==> config.mk <==
export PLATFORM = sky130hd
export DESIGN_NAME = adc_agc_ctrl
export DESIGN_NICKNAME = d
export VERILOG_FILES = /design/src/rtl/adc_agc_ctrl.sv
export SDC_FILE = /design/constraint.sdc
export NUM_CORES = 1
export LEC_CHECK = 0
export CAP_MARGIN = 10
export CORE_AREA = 4 4 83 93
export DETAILED_ROUTE_END_ITERATION = 7
export DIE_AREA = 0 0 87 97
export PLACE_DENSITY = 0.66
export SETUP_SLACK_MARGIN = 0.1
export SYNTH_ARGS = -nofsm -noshare
export SYNTH_HDL_FRONTEND = slang
export SYNTH_SLANG_ARGS = --single-unit
==> constraint.sdc <==
create_clock -name clk -period 5 [get_ports clk]
set_input_delay 1.25 -clock clk [delete_from_list [all_inputs] [get_ports clk]]
set_output_delay 1.25 -clock clk [all_outputs]
set_load 0.03 [all_outputs]
==> src/rtl/adc_agc_ctrl.sv <==
// ============================================================================
//  Module      : adc_agc_ctrl
//  Description : Peak-detecting automatic gain control for a 12-bit ADC front
//                end, with settle blanking and a manual gain override.
//  Revision    : 1.0  initial release
// ============================================================================
`default_nettype none

module adc_agc_ctrl #(
  parameter int unsigned WIN_LEN    = 1024,
  parameter int unsigned SETTLE_CYC = 64,
  parameter int unsigned HI_THR     = 1900,
  parameter int unsigned LO_THR     = 500,
  parameter logic [3:0]  GAIN_INIT  = 4'd8
) (
  input  logic        clk,
  input  logic        rst,
  input  logic        en,
  input  logic [11:0] sample,
  input  logic        sample_vld,
  input  logic        man_mode,
  input  logic [3:0]  man_gain,
  output logic [3:0]  gain,
  output logic        gain_upd,
  output logic        data_ok,
  output logic [11:0] peak,
  output logic        peak_vld
);

  typedef enum logic [1:0] {
    S_IDLE    = 2'd0,
    S_MEASURE = 2'd1,
    S_DECIDE  = 2'd2,
    S_SETTLE  = 2'd3
  } state_t;

  localparam logic [15:0] c_win_last    = 16'(WIN_LEN - 1);
  localparam logic [15:0] c_settle_last = 16'(SETTLE_CYC - 1);
  localparam logic [31:0] c_hi_thr      = 32'(HI_THR);
  localparam logic [31:0] c_lo_thr      = 32'(LO_THR);

  state_t      r_state;
  logic [15:0] r_cnt;
  logic [10:0] r_max;

  logic [10:0] w_neg;
  logic [10:0] w_mag;
  logic [10:0] w_max_nxt;
  logic [31:0] w_peak_ext;
  logic        w_gain_dn;
  logic        w_gain_up;

  // Negation of the low 11 bits is exact for every negative code except
  // -2048, whose magnitude does not fit and is clamped to 2047.
  always_comb begin
    w_neg = ~sample[10:0] + 11'd1;
    if (!sample[11])
      w_mag = sample[10:0];
    else if (sample[10:0] == 11'd0)
      w_mag = 11'h7FF;
    else
      w_mag = w_neg;
  end

  assign w_max_nxt  = (w_mag > r_max) ? w_mag : r_max;
  assign w_peak_ext = {20'd0, peak};
  assign w_gain_dn  = (w_peak_ext >= c_hi_thr) && (gain != 4'd0);
  assign w_gain_up  = (w_peak_ext <  c_hi_thr) && (w_peak_ext < c_lo_thr) && (gain != 4'd15);

  always_ff @(posedge clk or posedge rst) begin
    if (rst) begin
      r_state  <= S_IDLE;
      r_cnt    <= 16'd0;
      r_max    <= 11'd0;
      gain     <= GAIN_INIT;
      gain_upd <= 1'b0;
      data_ok  <= 1'b0;
      peak     <= 12'd0;
      peak_vld <= 1'b0;
    end else begin
      gain_upd <= 1'b0;
      peak_vld <= 1'b0;

      if (man_mode) begin
        // Manual override wins over enable; any partial window is dropped.
        r_state  <= S_IDLE;
        r_cnt    <= 16'd0;
        r_max    <= 11'd0;
        data_ok  <= 1'b0;
        gain     <= man_gain;
        gain_upd <= (man_gain != gain);
      end else if (!en) begin
        r_state <= S_IDLE;
        r_cnt   <= 16'd0;
        r_max   <= 11'd0;
        data_ok <= 1'b0;
      end else begin
        case (r_state)
          S_IDLE: begin
            r_state <= S_MEASURE;
            r_cnt   <= 16'd0;
            r_max   <= 11'd0;
          end

          S_MEASURE: begin
            if (sample_vld) begin
              if (r_cnt == c_win_last) begin
                peak     <= {1'b0, w_max_nxt};
                peak_vld <= 1'b1;
                r_state  <= S_DECIDE;
                r_cnt    <= 16'd0;
                r_max    <= 11'd0;
              end else begin
                r_cnt <= r_cnt + 16'd1;
                r_max <= w_max_nxt;
              end
            end
          end

          S_DECIDE: begin
            r_cnt <= 16'd0;
            r_max <= 11'd0;
            if (w_gain_dn || w_gain_up) begin
              gain     <= w_gain_dn ? (gain - 4'd1) : (gain + 4'd1);
              gain_upd <= 1'b1;
              data_ok  <= 1'b0;
              r_state  <= S_SETTLE;
            end else begin
              data_ok <= 1'b1;
              r_state <= S_MEASURE;
            end
          end

          S_SETTLE: begin
            // Blanking is timed in clock cycles; sample_vld plays no part.
            if (r_cnt == c_settle_last) begin
              r_state <= S_MEASURE;
              r_cnt   <= 16'd0;
              r_max   <= 11'd0;
            end else begin
              r_cnt <= r_cnt + 16'd1;
            end
          end

          default: begin
            r_state <= S_IDLE;
            r_cnt   <= 16'd0;
            r_max   <= 11'd0;
          end
        endcase
      end
    end
  end

endmodule

`default_nettype wire

== Word-level counts from Yosys, hierarchy flattened ==
Cells that the tools add are included.

* Bitwise operators: 2
* $lt $le $gt $ge: 4
* Reductions and logical operators: 15
* Muxes and demuxes: 40
* Eq/ne operators: 11
* Add/subtract/negate cells: 4

{| class="wikitable"
|+ Operator list
! cell !! count
|-
| $mux W11 || 8
|-
| $mux W16 || 5
|-
| $pmux W16 S3 || 1
|-
| $pmux W11 S3 || 1
|-
| $mux W4 || 5
|-
| $add A16 B1 Y16 const B || 1
|-
| $eq A16 B10 Y1 const B || 1
|-
| $eq A16 B6 Y1 const B || 1
|-
| $ne A4 B4 Y1 const B || 4
|-
| $mux W1 || 13
|-
| $mux W2 || 6
|-
| $add A11 B1 Y11 const B || 1
|-
| $ge A11 B11 Y1 const B || 1
|-
| $gt A11 B11 Y1 || 1
|-
| $logic_not A11 Y1 || 1
|-
| $lt A11 B11 Y1 const B || 1
|-
| $lt A11 B9 Y1 const B || 1
|-
| $not A11 Y11 || 1
|-
| $pmux W2 S4 || 1
|-
| $reduce_and A3 Y1 || 2
|-
| $reduce_bool A2 Y1 || 3
|-
| $reduce_and A5 Y1 || 1
|-
| $add A4 B1 Y4 const B || 1
|-
| $eq A2 B2 Y1 const B || 2
|-
| other kinds (11) || 13
|}

* Word-level logic and storage cells: 84
* Register bits: 47
* Input bits: 21

== Longest topological paths before layout ==
* Word-level depth: 11
* Gate-level depth with buffers: 15

== Worst setup path before layout ==
Ideal clock, no wire load.

* Path kind: input-to-reg
* From: input port sample[3]
* To: register r_max[0]
* Setup slack: 0.156 ns
* Data arrival time: 4.778 ns
* Data required time: 4.934 ns
* Path buffers: 1
* Stages: 12
* Path through: or4_4 -> or3_4 -> or4_4 -> buf_6 -> nand2_1 -> ha_1 -> a211oi_1 -> nor2_1 -> a2111oi_0 -> a41oi_1 -> o31ai_2 -> a22o_1

* Cells in the longest elaborated chain, start to end: 11
* Elaborated cells between the ends (all ways): 12

{| class="wikitable"
|+ Ends and longest elaborated chain
! item !! RTL line !! RTL
|-
| start: declaration || 19 || <nowiki>input logic [11:0] sample,</nowiki>
|-
| $not A11 Y11 || 56 || <nowiki>w_neg = ~sample[10:0] + 11'd1;</nowiki>
|-
| $add A11 B1 Y11 || 56 ||
|-
| $mux W11 || 59 || <nowiki>else if (sample[10:0] == 11'd0)</nowiki>
|-
| $mux W11 (*) || 57 || <nowiki>if (!sample[11])</nowiki>
|-
| $gt A11 B11 Y1 || 65 || <nowiki>assign w_max_nxt = (w_mag > r_max) ? w_mag : r_max;</nowiki>
|-
| $mux W11 (*) || 65 ||
|-
| $mux W11 (*) || 107 || <nowiki>if (r_cnt == c_win_last) begin</nowiki>
|-
| $mux W11 (*) || 106 || <nowiki>if (sample_vld) begin</nowiki>
|-
| $pmux W11 S3 (*) || 98 || <nowiki>case (r_state)</nowiki>
|-
| $mux W11 (*) || 92 || <nowiki>end else if (!en) begin</nowiki>
|-
| $mux W11 (*) || 84 || <nowiki>if (man_mode) begin</nowiki>
|-
| end signal: assignment || 115 || <nowiki>r_max <= w_max_nxt;</nowiki>
|-
| end: declaration || 44 || <nowiki>logic [10:0] r_max;</nowiki>
|}

Mark *: on every way between the ends. The rest lies on a longest branch, timed or not. The select of a mux whose other input is x is not followed.
A chain may end at the register's enable or synchronous reset.

== Worst setup path after layout ==
* From: input port sample[3]
* To: register r_max[2]

The elaborated chain is that of the path after synthesis.

==> metrics.txt <==
Nets=between 400 and 500; H-Tree Depth=2; die area=approximately 8400 sq um; Vias/cell=5.22; met1 usage=0.216; # port buffers=38; worst reg2reg startpoint=r_cnt[0]$_DFFE_PP0P_; Post-synth EDFFs=0; Core Box Area=6850 sq um; fmax=0.209 GHz; syn nets=approximately 380; clk sinks=47; Min Clock Period, post-route=4.78 ns; distinct cell type count after synthesis=47; Initial DRC Count=110; ys async rst share=1.00; grt met2 use=0.262; gpl congestion=0.831; Setup CP Type=in2reg; flop2flop setup slack=about 2.3 ns; GRT Total Usage=0.160; vias=2509; first-pass GRT wire length=approximately 11000 um; DRC errors left=0; Max VDD drop=92.4 uV; DRT Pass-1 Iters=4; met3 usage=0.0196; Multi-input gate area=1690 sq um; setup TNS=0 ns; synthesized instance count=336; CTS Root Cell=clkbuf_8; Leak=1.67 nW; worst-skew pair later-pin latency=0.30 ns; status=finished, final reports clean; Worst Hold Class=reg2reg; fin util=0.544; Fillers=roughly 630; total chip power=788 uW; diodes inserted=0; Setup Fix Bufs, Post-CTS=0; Main synth FF type=dfrtp_1; Slew HR=0.369; CP endpoint=r_max[2]$_DFFE_PP0P_; Req. time, crit path=5.19 ns; Reg area=between 1000 and 1500 sq um; sequential cell area fraction in the yosys report=0.392; Worst-path clk slew=0.08 ns; vias in the first global route=2513; Critical Path Fanout Max=10; Clock Path Buffers=2; RSZ-0062 raised after global routing=true; syn_area_per_cell=~8.9 sq um; maxcap violations=0; startpoint type of the worst setup path=input pin; R2R depth=7; Synth Warn #=0; DRT antenna net count=0; area grow syn2layout=24.2%; Final Setup Violations=0; Initial Util=0.438; Fin. Hold Viols=0; Synth Register Bits=47; # IOs=40; skew final=0.00496 ns; dpl hpwl=4920 um; crit path capture type=register; Die H=around 97 um; share of layout cells above drive strength 1=0.109; number of buffers created by CTS=5; initial antenna violation count=0; Worst EP arrival=between 4 and 5 ns; WL/cell=13.4 um; Slew Viols, Final=0; largest net degree at the start of global routing=48; final worst path period share=0.956; die width=87 um; reg-to-reg endpoint=peak[9]$_DFFE_PP0P_; total gr overflow=0; Core Rows=32; Post-Route WL=6440 um; TritonCTS clock tree=built; Pwr per Cell Area=211 nW/um^2; grt peak-use layer=met2; actual transition at the worst max-transition pin=0.945 ns; Setup crit start=sample[3]; Post-Syn Area=around 3000 sq um
## synth_stat cells, types with 2 or more instances
master	number	area, sq um
nand3_1	13	65.1
clkbuf_1	4	15.0
nor4_1	3	18.8
or3_1	3	18.8
nand4_1	3	18.8
buf_4	2	15.0
xor2_1	21	184
a21o_1	2	15.0
nand2b_1	4	25.0
nor2_1	32	120
a21oi_1	10	50.1
a211oi_1	2	15.0
nor2b_1	2	12.5
mux2i_1	13	130
inv_1	25	93.8
o41ai_1	2	17.5
ha_1	19	238
o21ai_1	9	45.0
buf_2	3	15.0
dfrtp_1	46	1150
nor3_1	6	30.0
or4_4	2	22.5
nand2_1	48	180
o311ai_0	3	26.3
o31ai_1	3	22.5
o21ai_0	16	80.1
and3_1	5	31.3
a22o_1	10	87.6
xnor2_1	7	61.3
## timing repair
item                       4_1_cts  5_1_grt
hold buffers                     0        0
resized for setup                0        9
setup endpoints to repair        0       20
## routing by layer
metal | share of wire | vias to the layer above | wire [um]
li1 | - | 1276 | -
met1 | 0.47 | 1174 | 3060
met2 | 0.47 | 50 | 3010
met3 | 0.040 | 9 | 257
met4 | 0.017 | 0 | 111
met5 | 0 | - | 0
## how the worst min path moves through the flow
| stage | from | endpoint | slack [ns] | cells past startpoint |
|---|---|---|---|---|
| final | peak[1]$_DFFE_PP0P_ | peak[1]$_DFFE_PP0P_ | 0.50 | 2 |
| after global routing | peak[1]$_DFFE_PP0P_ | peak[1]$_DFFE_PP0P_ | 0.55 | 2 |
| after CTS | peak[1]$_DFFE_PP0P_ | peak[1]$_DFFE_PP0P_ | 0.51 | 2 |
| after detailed placement | peak[1]$_DFFE_PP0P_ | peak[1]$_DFFE_PP0P_ | 0.49 | 2 |
| after global placement | peak[1]$_DFFE_PP0P_ | peak[1]$_DFFE_PP0P_ | 0.48 | 2 |
| after floorplan | r_cnt[1]$_DFFE_PP0P_ | r_cnt[1]$_DFFE_PP0P_ | 0.48 | 2 |
## registers in the layout (all words and copies together), names as in the netlist
name and cells:
peak_vld 1, gain_upd 1, r_cnt 16, r_max 11, data_ok 1, r_state 2
gain 4, peak 11
## worst max-delay path, stage by stage
cell and delay, ns:
clkdlybuf4s50_1 0.41, or4_4 0.54, or3_4 0.34, or4_4 0.59
nand2_1 0.12, ha_1 0.26, a21oi_1 0.22, a211oi_2 0.11
a2111oi_2 0.35, buf_4 0.18, a41oi_2 0.05, and3_2 0.32
a22o_1 0.21
## cells by family after synthesis
group	Yosys count	share of synthesized area
AO/OA/AOI/OAI	65	0.147
XOR/XNOR	28	0.0817
adder cells (fa/ha/maj)	20	0.0859
buffers and inverters	35	0.0500
flip-flops	47	0.392
multiplexers	13	0.0434
other	1	0.00125
AND/OR/NAND/NOR	127	0.199
## placed cells by master, fill, tap and decap left out, types with 2 or more instances in the layout
master           count
nand2_1             48
dfrtp_1             46
clkdlybuf4s50_1     38
nor2_1              32
inv_1               24
buf_4               24
xor2_1              21
ha_1                19
o21ai_0             16
nand3_1             13
mux2i_1             13
a21oi_1             10
a22o_1              10
o21ai_1              9
xnor2_1              7
nor3_1               6
clkbuf_8             6
nand2b_1             4
and3_1               4
nand4_1              3
or3_1                3
o31ai_1              3
nor4_1               3
nor2b_1              2
or4_4                2
o41ai_1              2
o311ai_0             2
a21o_1               2
## report_power, final
group          leakage, nW  total (mW)  internal [mW]  switching, mW
clock network       0.0470       0.230          0.109          0.121
logic                0.975       0.164         0.0800         0.0843
registers            0.644       0.393          0.386        0.00760
total                 1.67       0.788          0.574          0.213
## metrics by stage
stage | hold WS, ns | std cells | area (sq um) | setup slack (ns)
CTS | 0.511 | 480 | 3700 | 0.170
finish | 0.501 | 481 | 3730 | 0.222
global route | 0.555 | 481 | 3730 | 0.0201
global placement | 0.475 | 473 | 3610 | -0.103
detailed placement | 0.492 | 473 | 3610 | -0.134
floorplan | 0.476 | 336 | 3000 | 0.156
## final cells by class
class | count | share of cell area
well taps | 85 | 0.0285
inverters | 25 | 0.0252
flip-flops and latches | 47 | 0.316
clock buffers | 6 | 0.0222
repair buffers | 63 | 0.152
clock inverters | 1 | 0.00134
multi-input cells | 254 | 0.454
Power figures use the tool's default switching activity.
